### src/rtl/param_power_alu.sv
// param_power_alu: handshaked ALU with accumulator; optional iterative mul/div when POWER_ALU_MULDIV_EN is defined.
// Ops 0-B finish in one cycle; ops C-F take WIDTH+1 cycles with muldiv, otherwise they return an error.
module param_power_alu #(
    parameter int WIDTH = 8
) (
    input  logic               clk_in,
    input  logic               rst_in,
    input  logic [2*WIDTH+4:0] opcode_in,
    input  logic               valid_in,
    output logic               ready_out,
    output logic [WIDTH-1:0]   ans_out,
    output logic               carry_out,
    output logic               zero_out,
    output logic               err_out,
    output logic               valid_out,
    input  logic               ready_in
);
    typedef enum logic [1:0] {IDLE, EXEC, DONE} state_t;
    state_t           r_state;
    logic [WIDTH-1:0] r_acc, r_ans;
    logic             r_carry, r_zero, r_err, r_valid;
    logic [3:0]       w_op;
    logic [WIDTH-1:0] w_a, w_b, w_res;
    logic [WIDTH:0]   w_add, w_sub, w_shl;
    logic [5:0]       w_sh;
    logic             w_cy, w_er;
    assign w_op  = opcode_in[3:0];
    assign w_a   = opcode_in[2*WIDTH+4] ? r_acc : opcode_in[WIDTH+3:4];
    assign w_b   = opcode_in[2*WIDTH+3:WIDTH+4];
    assign w_sh  = 6'(32'(w_b) % 32'(WIDTH));
    assign w_add = {1'b0, w_a} + {1'b0, w_b};
    assign w_sub = {1'b0, w_a} - {1'b0, w_b};
    // bit WIDTH of the widened shift is the last bit pushed out, 0 when shift is 0
    assign w_shl = {1'b0, w_a} << w_sh;
    always_comb begin
        w_res = '0;
        w_cy  = 1'b0;
        w_er  = 1'b0;
        case (w_op)
            4'h0: {w_cy, w_res} = w_add;
            4'h1: {w_cy, w_res} = w_sub;
            4'h2: w_res = w_a & w_b;
            4'h3: w_res = w_a | w_b;
            4'h4: w_res = w_a ^ w_b;
            4'h5: w_res = ~w_a;
            4'h6: {w_cy, w_res} = w_shl;
            4'h7: w_res = w_a >> w_sh;
            4'h8: w_res = (w_a << w_sh) | (w_a >> (WIDTH - int'(w_sh)));
            4'h9: w_res = (w_a >> w_sh) | (w_a << (WIDTH - int'(w_sh)));
            4'hA: {w_cy, w_res} = {1'b0, w_a} + (WIDTH+1)'(1);
            4'hB: {w_cy, w_res} = {1'b0, w_a} - (WIDTH+1)'(1);
            default: w_er = 1'b1;
        endcase
    end
`ifdef POWER_ALU_MULDIV_EN
    localparam int CW = $clog2(WIDTH);
    logic [CW-1:0]    r_cnt;
    logic [1:0]       r_op;
    logic [WIDTH-1:0] r_b, r_hi, r_lo;
    logic [WIDTH-1:0] w_hi, w_lo, w_mres;
    logic [WIDTH:0]   w_madd, w_rsh, w_dsub;
    logic             w_ge;
    // hi:lo is the product register for multiply and remainder:quotient for divide
    assign w_madd = {1'b0, r_hi} + (r_lo[0] ? {1'b0, r_b} : '0);
    assign w_rsh  = {r_hi, r_lo[WIDTH-1]};
    assign w_dsub = w_rsh - {1'b0, r_b};
    assign w_ge   = !w_dsub[WIDTH];
    assign w_hi   = r_op[1] ? (w_ge ? w_dsub[WIDTH-1:0] : w_rsh[WIDTH-1:0]) : w_madd[WIDTH:1];
    assign w_lo   = r_op[1] ? {r_lo[WIDTH-2:0], w_ge} : {w_madd[0], r_lo[WIDTH-1:1]};
    assign w_mres = r_op[0] ? w_hi : w_lo;
`endif
    always_ff @(posedge clk_in or posedge rst_in) begin
        if (rst_in) begin
            r_state <= IDLE;
            r_acc   <= '0;
            r_ans   <= '0;
            r_carry <= 1'b0;
            r_zero  <= 1'b0;
            r_err   <= 1'b0;
            r_valid <= 1'b0;
`ifdef POWER_ALU_MULDIV_EN
            r_cnt   <= '0;
            r_op    <= '0;
            r_b     <= '0;
            r_hi    <= '0;
            r_lo    <= '0;
`endif
        end else begin
            case (r_state)
                IDLE: if (valid_in) begin
`ifdef POWER_ALU_MULDIV_EN
                    if (w_op[3:2] == 2'b11) begin
                        r_state <= EXEC;
                        r_cnt   <= '0;
                        r_op    <= w_op[1:0];
                        r_b     <= w_b;
                        r_hi    <= '0;
                        r_lo    <= w_a;
                    end else
`endif
                    begin
                        r_state <= DONE;
                        r_ans   <= w_res;
                        r_carry <= w_cy;
                        r_zero  <= (w_res == '0);
                        r_err   <= w_er;
                        r_valid <= 1'b1;
                        r_acc   <= w_res;
                    end
                end
`ifdef POWER_ALU_MULDIV_EN
                EXEC: begin
                    r_hi  <= w_hi;
                    r_lo  <= w_lo;
                    r_cnt <= r_cnt + CW'(1);
                    if (r_cnt == CW'(WIDTH-1)) begin
                        r_state <= DONE;
                        r_ans   <= w_mres;
                        r_carry <= 1'b0;
                        r_zero  <= (w_mres == '0);
                        r_err   <= r_op[1] && (r_b == '0);
                        r_valid <= 1'b1;
                        r_acc   <= w_mres;
                    end
                end
`endif
                DONE: if (ready_in) begin
                    r_state <= IDLE;
                    r_valid <= 1'b0;
                end
                default: r_state <= IDLE;
            endcase
        end
    end
    assign ready_out = (r_state == IDLE);
    assign ans_out   = r_ans;
    assign carry_out = r_carry;
    assign zero_out  = r_zero;
    assign err_out   = r_err;
    assign valid_out = r_valid;
endmodule

### config.mk
export PLATFORM = sky130hd
export DESIGN_NAME = param_power_alu
export DESIGN_NICKNAME = d
export VERILOG_FILES = /design/src/rtl/param_power_alu.sv
export SDC_FILE = /design/constraint.sdc
export NUM_CORES = 1
export LEC_CHECK = 0
export CAP_MARGIN = 20
export CORE_ASPECT_RATIO = 0.8
export CORE_MARGIN = 1.5
export CORE_UTILIZATION = 61
export DETAILED_ROUTE_END_ITERATION = 10
export HOLD_SLACK_MARGIN = 0.06
export PLACE_DENSITY = 0.84
export SLEW_MARGIN = 40
export SYNTH_ARGS = -nofsm -noshare
export SYNTH_HDL_FRONTEND = slang
export SYNTH_SLANG_ARGS = --single-unit
export TNS_END_PERCENT = 50
### constraint.sdc
create_clock -name clk_in -period 7.8 [get_ports clk_in]
set_input_delay 1.56 -clock clk_in [delete_from_list [all_inputs] [get_ports clk_in]]
set_output_delay 1.56 -clock clk_in [all_outputs]
set_load 0.05 [all_outputs]
# Word level (Yosys, flattened, before mapping)
# Cells that the tools add are included.
[totals]
reg_bits = 14
[classes]
addsub = 5
eq_ne = 14
shifts = 5
mux = 10
n_bitwise = 6
reduce_logical = 8
[op_table]
columns = ["cell", "n"]
rows = [
  ["$pmux W8 S12", 1],
  ["$shl A8 B32 Y8", 1],
  ["$shr A8 B32 Y8", 1],
  ["$or A8 B8 Y8", 3],
  ["$eq A4 B3 Y1 const B", 4],
  ["$eq A4 B4 Y1 const B", 4],
  ["$reduce_or A12 Y1", 1],
  ["$add A8 B1 Y9 const B", 1],
  ["$add A8 B8 Y9", 1],
  ["$shl A8 B3 Y9", 1],
  ["$sub A8 B1 Y9 const B", 1],
  ["$sub A8 B8 Y9", 1],
  ["$and A8 B8 Y8", 1],
  ["$eq A4 B2 Y1 const B", 2],
  ["$logic_not A8 Y1", 1],
  ["$mux W8", 1],
  ["$not A8 Y8", 1],
  ["$shl A8 B3 Y8", 1],
  ["$shr A8 B3 Y8", 1],
  ["$xor A8 B8 Y8", 1],
  ["$pmux W1 S5", 1],
  ["$sub A4 B3 Y5 const A", 1],
  ["$eq A4 B1 Y1 const B", 1],
  ["$logic_not A4 Y1", 1],
  ["other kinds (10)", 15],
]

# Logic depth before layout (Yosys ltp)
[logic_depth]
depth_word = 5
ltp_mapped = 16

# Worst setup path after synthesis
# OpenSTA, ideal clock, no wires.
[synth_path]
kind = "input -> register"
startpoint = "input port opcode_in[20]"
endpoint = "register r_zero (netlist: zero_out)"
setup_ns = 0.067
t_arrival_ns = 4.616
required_ns = 7.733
slack_ns = 3.117
path_stages = 15
n_path_buf = 5
path_cell_list = "buf_6 -> buf_6 -> buf_4 -> buf_4 -> buf_4 -> a21oi_1 -> inv_1 -> fa_1 -> xnor2_1 -> o211ai_1 -> o311ai_0 -> o311ai_1 -> or4_1 -> and4bb_1 -> a32o_2"
[synth_via]
elab_chain_len = 5
word_cells_on_any_way = 18
classes_between = "add/sub: 4; shift: 5; mux: 2; bitwise: 6; reduce/logical: 1"
[synth_rtl]
columns = ["element", "line_no", "text"]
rows = [
  ["from (decl)", "8", "input logic [2*WIDTH+4:0] opcode_in,"],
  ["$mux W8 (*)", "28", "assign w_a = opcode_in[2*WIDTH+4] ? r_acc : opcode_in[WIDTH+3:4];"],
  ["branches (longest 2 deep; another with $sub A8 B1 Y9)", "n/a", ""],
  ["$pmux W8 S12 (*)", "39", "case (w_op)"],
  ["$logic_not A8 Y1 (*)", "105", "r_zero <= (w_res == '0);"],
  ["to (signal assigned)", "105", ""],
  ["to (decl)", "21", "logic r_carry, r_zero, r_err, r_valid;"],
]
# Every way passes the cells marked *.
# A chain may end at the register's enable or synchronous reset.

# Final worst setup path
[layout_path]
startpoint = "input port opcode_in[5]"
endpoint = "register r_zero (netlist: zero_out)"
# The elaborated chain is that of the path after synthesis.

==> results.json <==
{
  "p_switching_uw": 428,
  "pin_count": 38,
  "min_period_ns": 5.04,
  "yosys_warnings": 0,
  "vias_per_cell": 7.27,
  "status": "finished, final reports clean",
  "finalHoldViolCount": 0,
  "htree_levels": 1,
  "final_nets": 561,
  "postCtsHoldBufs": 0,
  "finalWeightedCongestion": 1.03,
  "grt_pass1_wl_um": 20000,
  "clk_latency_ns": 0.25,
  "cts_tree": "built",
  "design.core.area_um2": 6380,
  "power_leakage_uw": 0.00170,
  "cts_root_buffer": "clkbuf_8",
  "arrival_ns": 5.23,
  "syn_nets": 556,
  "rsz0062_at_grt": "no",
  "postPlaceCellArea_um2": 4270,
  "fin_crit_sh_pct": 64.6,
  "tns_ns": 0,
  "floorplan.initialDensity_pct": 63.0,
  "cp.required_ns": 7.99,
  "crit_type": "in2reg",
  "dieArea_um2": 7080,
  "max_clock_freq_mhz": 198,
  "layout_commonest_cell": "nand2_1",
  "finalSetupViolCount": 0,
  "cap_violations": 0,
  "mostFrequentLayoutCells": "nand2_1 (43), ha_1 (35), clkdlybuf4s50_1 (35), nor2_1 (32), a21oi_1 (31)",
  "synth_edf_count": 0,
  "combinationalPowerShare_pct": 73.9,
  "vdd_drop_max_uv": 217,
  "antenna_left": 0,
  "powerDensity_nw_per_um2": 181,
  "drt-initial-drc-count": 745,
  "antenna_cells": 0,
  "design_area_um2": 4330,
  "clkPwrFrac_pct": 9.0,
  "drive_gt1_share_pct": 13.9,
  "syn_to_final_growth_pct": 7.72,
  "globalRouteMet1Util_pct": 56.0,
  "start_kind": "primary input",
  "fp.dieW_um": 93.7,
  "synthesis.area_um2": 4020,
  "grt_pass1_vias": 3657,
  "synth_ff_type": "dfrtp_1",
  "gr-usage-met3_pct": 4.59,
  "netlist_instances": 494,
  "numPortBuffers": 37,
  "synthArstFlopShare_pct": 100,
  "p_seq_share_pct": 17.1,
  "clkTransAtPathRegs_ns": 0.05,
  "met2_usage_pct": 54.9,
  "avgRoutedWirePerCell_um": 22.5,
  "post_cts_resized": 0,
  "nFillCells": 549,
  "ys_types": 79,
  "hpwl_um": 10000,
  "grt.busiest_layer": "met1",
  "worst_pin_slew_ns": 0.797,
  "clkSinkCount": 12,
  "totalWireLength_um": 13100,
  "synth_seq_cells": 12,
  "crit_path_end_kind": "flip-flop",
  "grt_max_degree": 30,
  "ys_seq_area_share_pct": 7.47,
  "antenna_found_initial": 0,
  "cts_setup_buffers": 0,
  "grt_usage_pct": 37.2,
  "fin_skew_ns": 0.00276,
  "clockBufferDepth": 2,
  "p_int_uw": 354,
  "postSynthAreaPerCell_um2": 8.13,
  "route.vias.total": 4231,
  "maxSlewViolCount": 0,
  "cts_buffers": 3,
  "power_uw": 782,
  "die_y_um": 75.6,
  "hp-class": "reg2reg",
  "core.rowCount": 26,
  "p_sw_share_pct": 54.8,
  "drtPass1Iterations": 5,
  "drcViolationCount": 0,
  "overflow": 0,
  "cp_max_fo": 10,
  "relSlewSlack_pct": 46.9
}
## path summary, 6_finish.rpt
kind | from | end | depth (start not counted) | slack, ns
setup / recovery | opcode_in[5] | zero_out | 13 | 2.76
setup reg to reg | ans_out[0] | zero_out | 10 | 4.16
min in group asynchronous | rst_in | ans_out[6] | 2 | 1.62
max in group asynchronous | rst_in | ans_out[7] | 2 | 5.86
hold reg to reg | carry_out | carry_out | 2 | 0.50
hold / removal | carry_out | carry_out | 2 | 0.50
## power by group through the flow
stage                     clock network (uW)  registers [uW]  logic [uW]
after floorplan                            0             158         376
after CTS                               71.5             131         562
final                                   70.6             133         578
after global routing                    73.3             136         611
after global placement                     0             130         548
after detailed placement                   0             132         559
## cell type report
type | count | area, um^2 | area share, %
flip-flops and latches | 12 | 300 | 6.94
inverters | 29 | 109 | 2.52
well taps | 84 | 105 | 2.43
repair buffers | 41 | 390 | 9.02
multi-input cells | 412 | 3370 | 77.8
clock buffers | 4 | 55.1 | 1.27
## kinds of logic after synthesis
kind of cell    Yosys count  share of synthesized area, %
buf+inv                  70                          8.69
xor+xnor                 20                          5.20
flops                    12                          7.47
simple gates            160                          20.4
mux                      64                          24.6
compound gates          131                          21.7
fa+ha+maj                37                          11.9
## critical path: stages
cell             delay [ns]
clkdlybuf4s50_1        0.58
nor2b_1                0.22
a21oi_1                0.45
inv_1                  0.24
fa_1                   0.48
a21o_1                 0.17
a21oi_1                0.29
o31ai_1                0.15
xnor2_1                0.23
o21ai_0                0.12
nor4_1                 0.30
and4bb_1               0.26
a32o_2                 0.17
## state kept, by name (all words and copies together) (netlist names)
register,cells
ans_out,8
carry_out,1
err_out,1
valid_out,1
zero_out,1
## through the flow
stage	worst slack (ns)	util, %	hold slack, ns	instances
2_1_floorplan	3.12	-	0.757	494
3_3_place_gp	2.41	67.1	0.470	578
3_5_place_dp	2.63	67.0	0.481	578
4_1_cts	2.88	67.9	0.498	582
5_1_grt	2.51	67.9	0.522	582
6_report	2.76	67.9	0.498	582
## synth_stat cells (all sizes together) (8+ instances only)
| cell type | n | area [um^2] |
|---|---|---|
| nor2b | 14 | 87.6 |
| mux4 | 22 | 495 |
| mux2i | 32 | 378 |
| nand2 | 44 | 168 |
| xnor2 | 19 | 181 |
| nand3 | 12 | 60.1 |
| buf | 20 | 161 |
| mux2 | 10 | 116 |
| a21oi | 33 | 173 |
| a211oi | 9 | 67.6 |
| nor2 | 33 | 126 |
| nor3 | 19 | 100 |
| ha | 35 | 438 |
| o22ai | 8 | 50.1 |
| clkbuf | 21 | 78.8 |
| inv | 29 | 109 |
| o21ai | 30 | 150 |
| dfrtp | 12 | 300 |
## routing by layer
metal,share of wire (%),up-vias
met4,3.6,0
met3,13,51
met5,0,-
li1,-,1852
met1,41,1970
met2,43,358
(Power assumes the default switching activity.)
==> RTL edit: new RTL, config.mk and constraints unchanged <==
Reset style: synchronous (`rst_in`), changed in one clocked block.
--- a/src/rtl/param_power_alu.sv
+++ b/src/rtl/param_power_alu.sv
@@ -70,5 +70,5 @@
     assign w_mres = r_op[0] ? w_hi : w_lo;
 `endif
-    always_ff @(posedge clk_in or posedge rst_in) begin
+    always_ff @(posedge clk_in) begin
         if (rst_in) begin
             r_state <= IDLE;
Function: differs if rst_in is asserted again (counterexample within 4 cycles, from zero or initial values and one cycle with rst_in high); with rst_in held inactive, the same outputs for 4 cycles.
==> RTL edit against the original RTL <==
- sequential cell count unchanged
- maximum frequency decreased by 14%
- register-to-register slack got worse by 0.33 ns
- setup slack got worse by 0.85 ns
- synthesized area decreased by 10%
- design area decreased by 7.5%
- clock skew increased by 0.0013 ns
- total power decreased by 45%
- routed wire length decreased by 2.4%
- clock power decreased by 20%
- utilization increased by 3.8 points
- worst hold slack got worse by 0.020 ns
- combinational power decreased by 49%
- critical path type unchanged
- largest cell class unchanged
- highest routed layer unchanged
==> RTL edit: results (changes against the original RTL) <==
[logic_synthesis]
synthTopCellsByCount = nor2_1 (49), nand2_1 (40), ha_1 (35), a21oi_1 (31), mux2i_1 (28)
dominantRegCellSynth = dfxtp_1
synthXorXnorAreaFrac = 0.0364  ; -0.0156
synth_compound_gate_area_share = 0.243  ; +0.0259
async_flop_share = 0  ; -1.00
synthTopCellsByArea = ha_1 (12%), mux4_2 (8.1%), mux2i_1 (7.8%), dfxtp_1 (6.7%), nor2_1 (5.1%)
syn-num-nets = 547  ; -1.6%
synthDistinctLibCells = 73  ; -7.6%
synth_adder_area_share = 0.132  ; +0.0134
synth_top_family_by_area = simple AND/OR/NAND/NOR gates

[critical_path]
arrival_ns = 6.08  ; +0.85 ns
crit_slowest_cell = mux2i_1
cpPeakStageDelay_ns = 0.55  ; -0.03 ns
path_delay_family = simple AND/OR/NAND/NOR gates
cp_max_fo = 40  ; +30

[power_and_ir_drop]
vdd_drop_max_uv = 139  ; -36%
p_sw_uw = 217  ; -49%
powerComb_uw = 297  ; -49%
clk-power_uw = 56.4  ; -20%

[cells_and_area]
post-route-util = 0.717  ; +0.0381
fillers = 465  ; -15%
n_all_buffers = 43  ; +4.9%
inverters_excl_clock = 27  ; -6.9%
regArea_um2 = 240  ; -20%
clk_share = 0.0103  ; -0.00241
buf_share = 0.101  ; +0.0111
multi_input_area_um2 = 3120  ; -7.4%

[global_route]
grt_first_pass_wirelength_mm = 20.2  ; +0.97%
grt_util_all_layers = 0.411  ; +0.0391
grt_max_degree = 41  ; +37%
first_global_vias = 3730  ; +2.0%

[sta]
slew_headroom = 0.411  ; -0.0575
fin_skew_ns = 0.00407  ; +0.00131 ns

[placement]
preCtsSetupSlack_ns = 1.70  ; -0.928 ns
globalplace.congestion = 1.09  ; +6.1%
place_area_um2 = 3970  ; -7.1%
dp_hpwl_mm = 9.80  ; -2.1%

[drt]
routed-wl-met2_mm = 5.37  ; -3.7%
wl_met3_mm = 1.88  ; +13%
drt_iter0_markers = 702  ; -5.8%
drt-total-wl_mm = 12.8  ; -2.4%
m1WireLength_mm = 5.13  ; -5.0%

[floorplan]
die_x_um = 89.0  ; -5.0%

[status]
status = finished, final reports clean

[RTL edit: changes by cell type after synthesis, sizes merged, moves of 4 or more]
| cell | delta |
|---|---|
| xor2 | +4 |
| nor3b | -4 |
| nor2 | +17 |
| buf | -6 |
| xnor2 | -9 |
| o21ai | -9 |
| mux4 | -9 |
| dfrtp | -12 |
| dfxtp | +12 |
| nand2 | -4 |
[RTL edit: metal layers]
layer  global-route usage  vias up
met5                    0        -
met1                0.616     1906
met3               0.0772       61
met2                0.604      371
li1                     -     1845
met4                0.109        0
[RTL edit: final timing paths]
path                 startpoint  slack, ns  cells past startpoint         to
setup / recovery  opcode_in[20]       1.91                     14   zero_out
hold / removal        carry_out       0.48                      2  carry_out
setup reg to reg     ans_out[0]       3.83                     12   zero_out
hold reg to reg       carry_out       0.48                      2  carry_out
[RTL edit: through the flow]
step,hold WS [ns],instances
floorplan,0.670,485
global placement,0.451,572
detailed placement,0.459,572
CTS,0.481,575
global route,0.500,575
finish,0.478,575
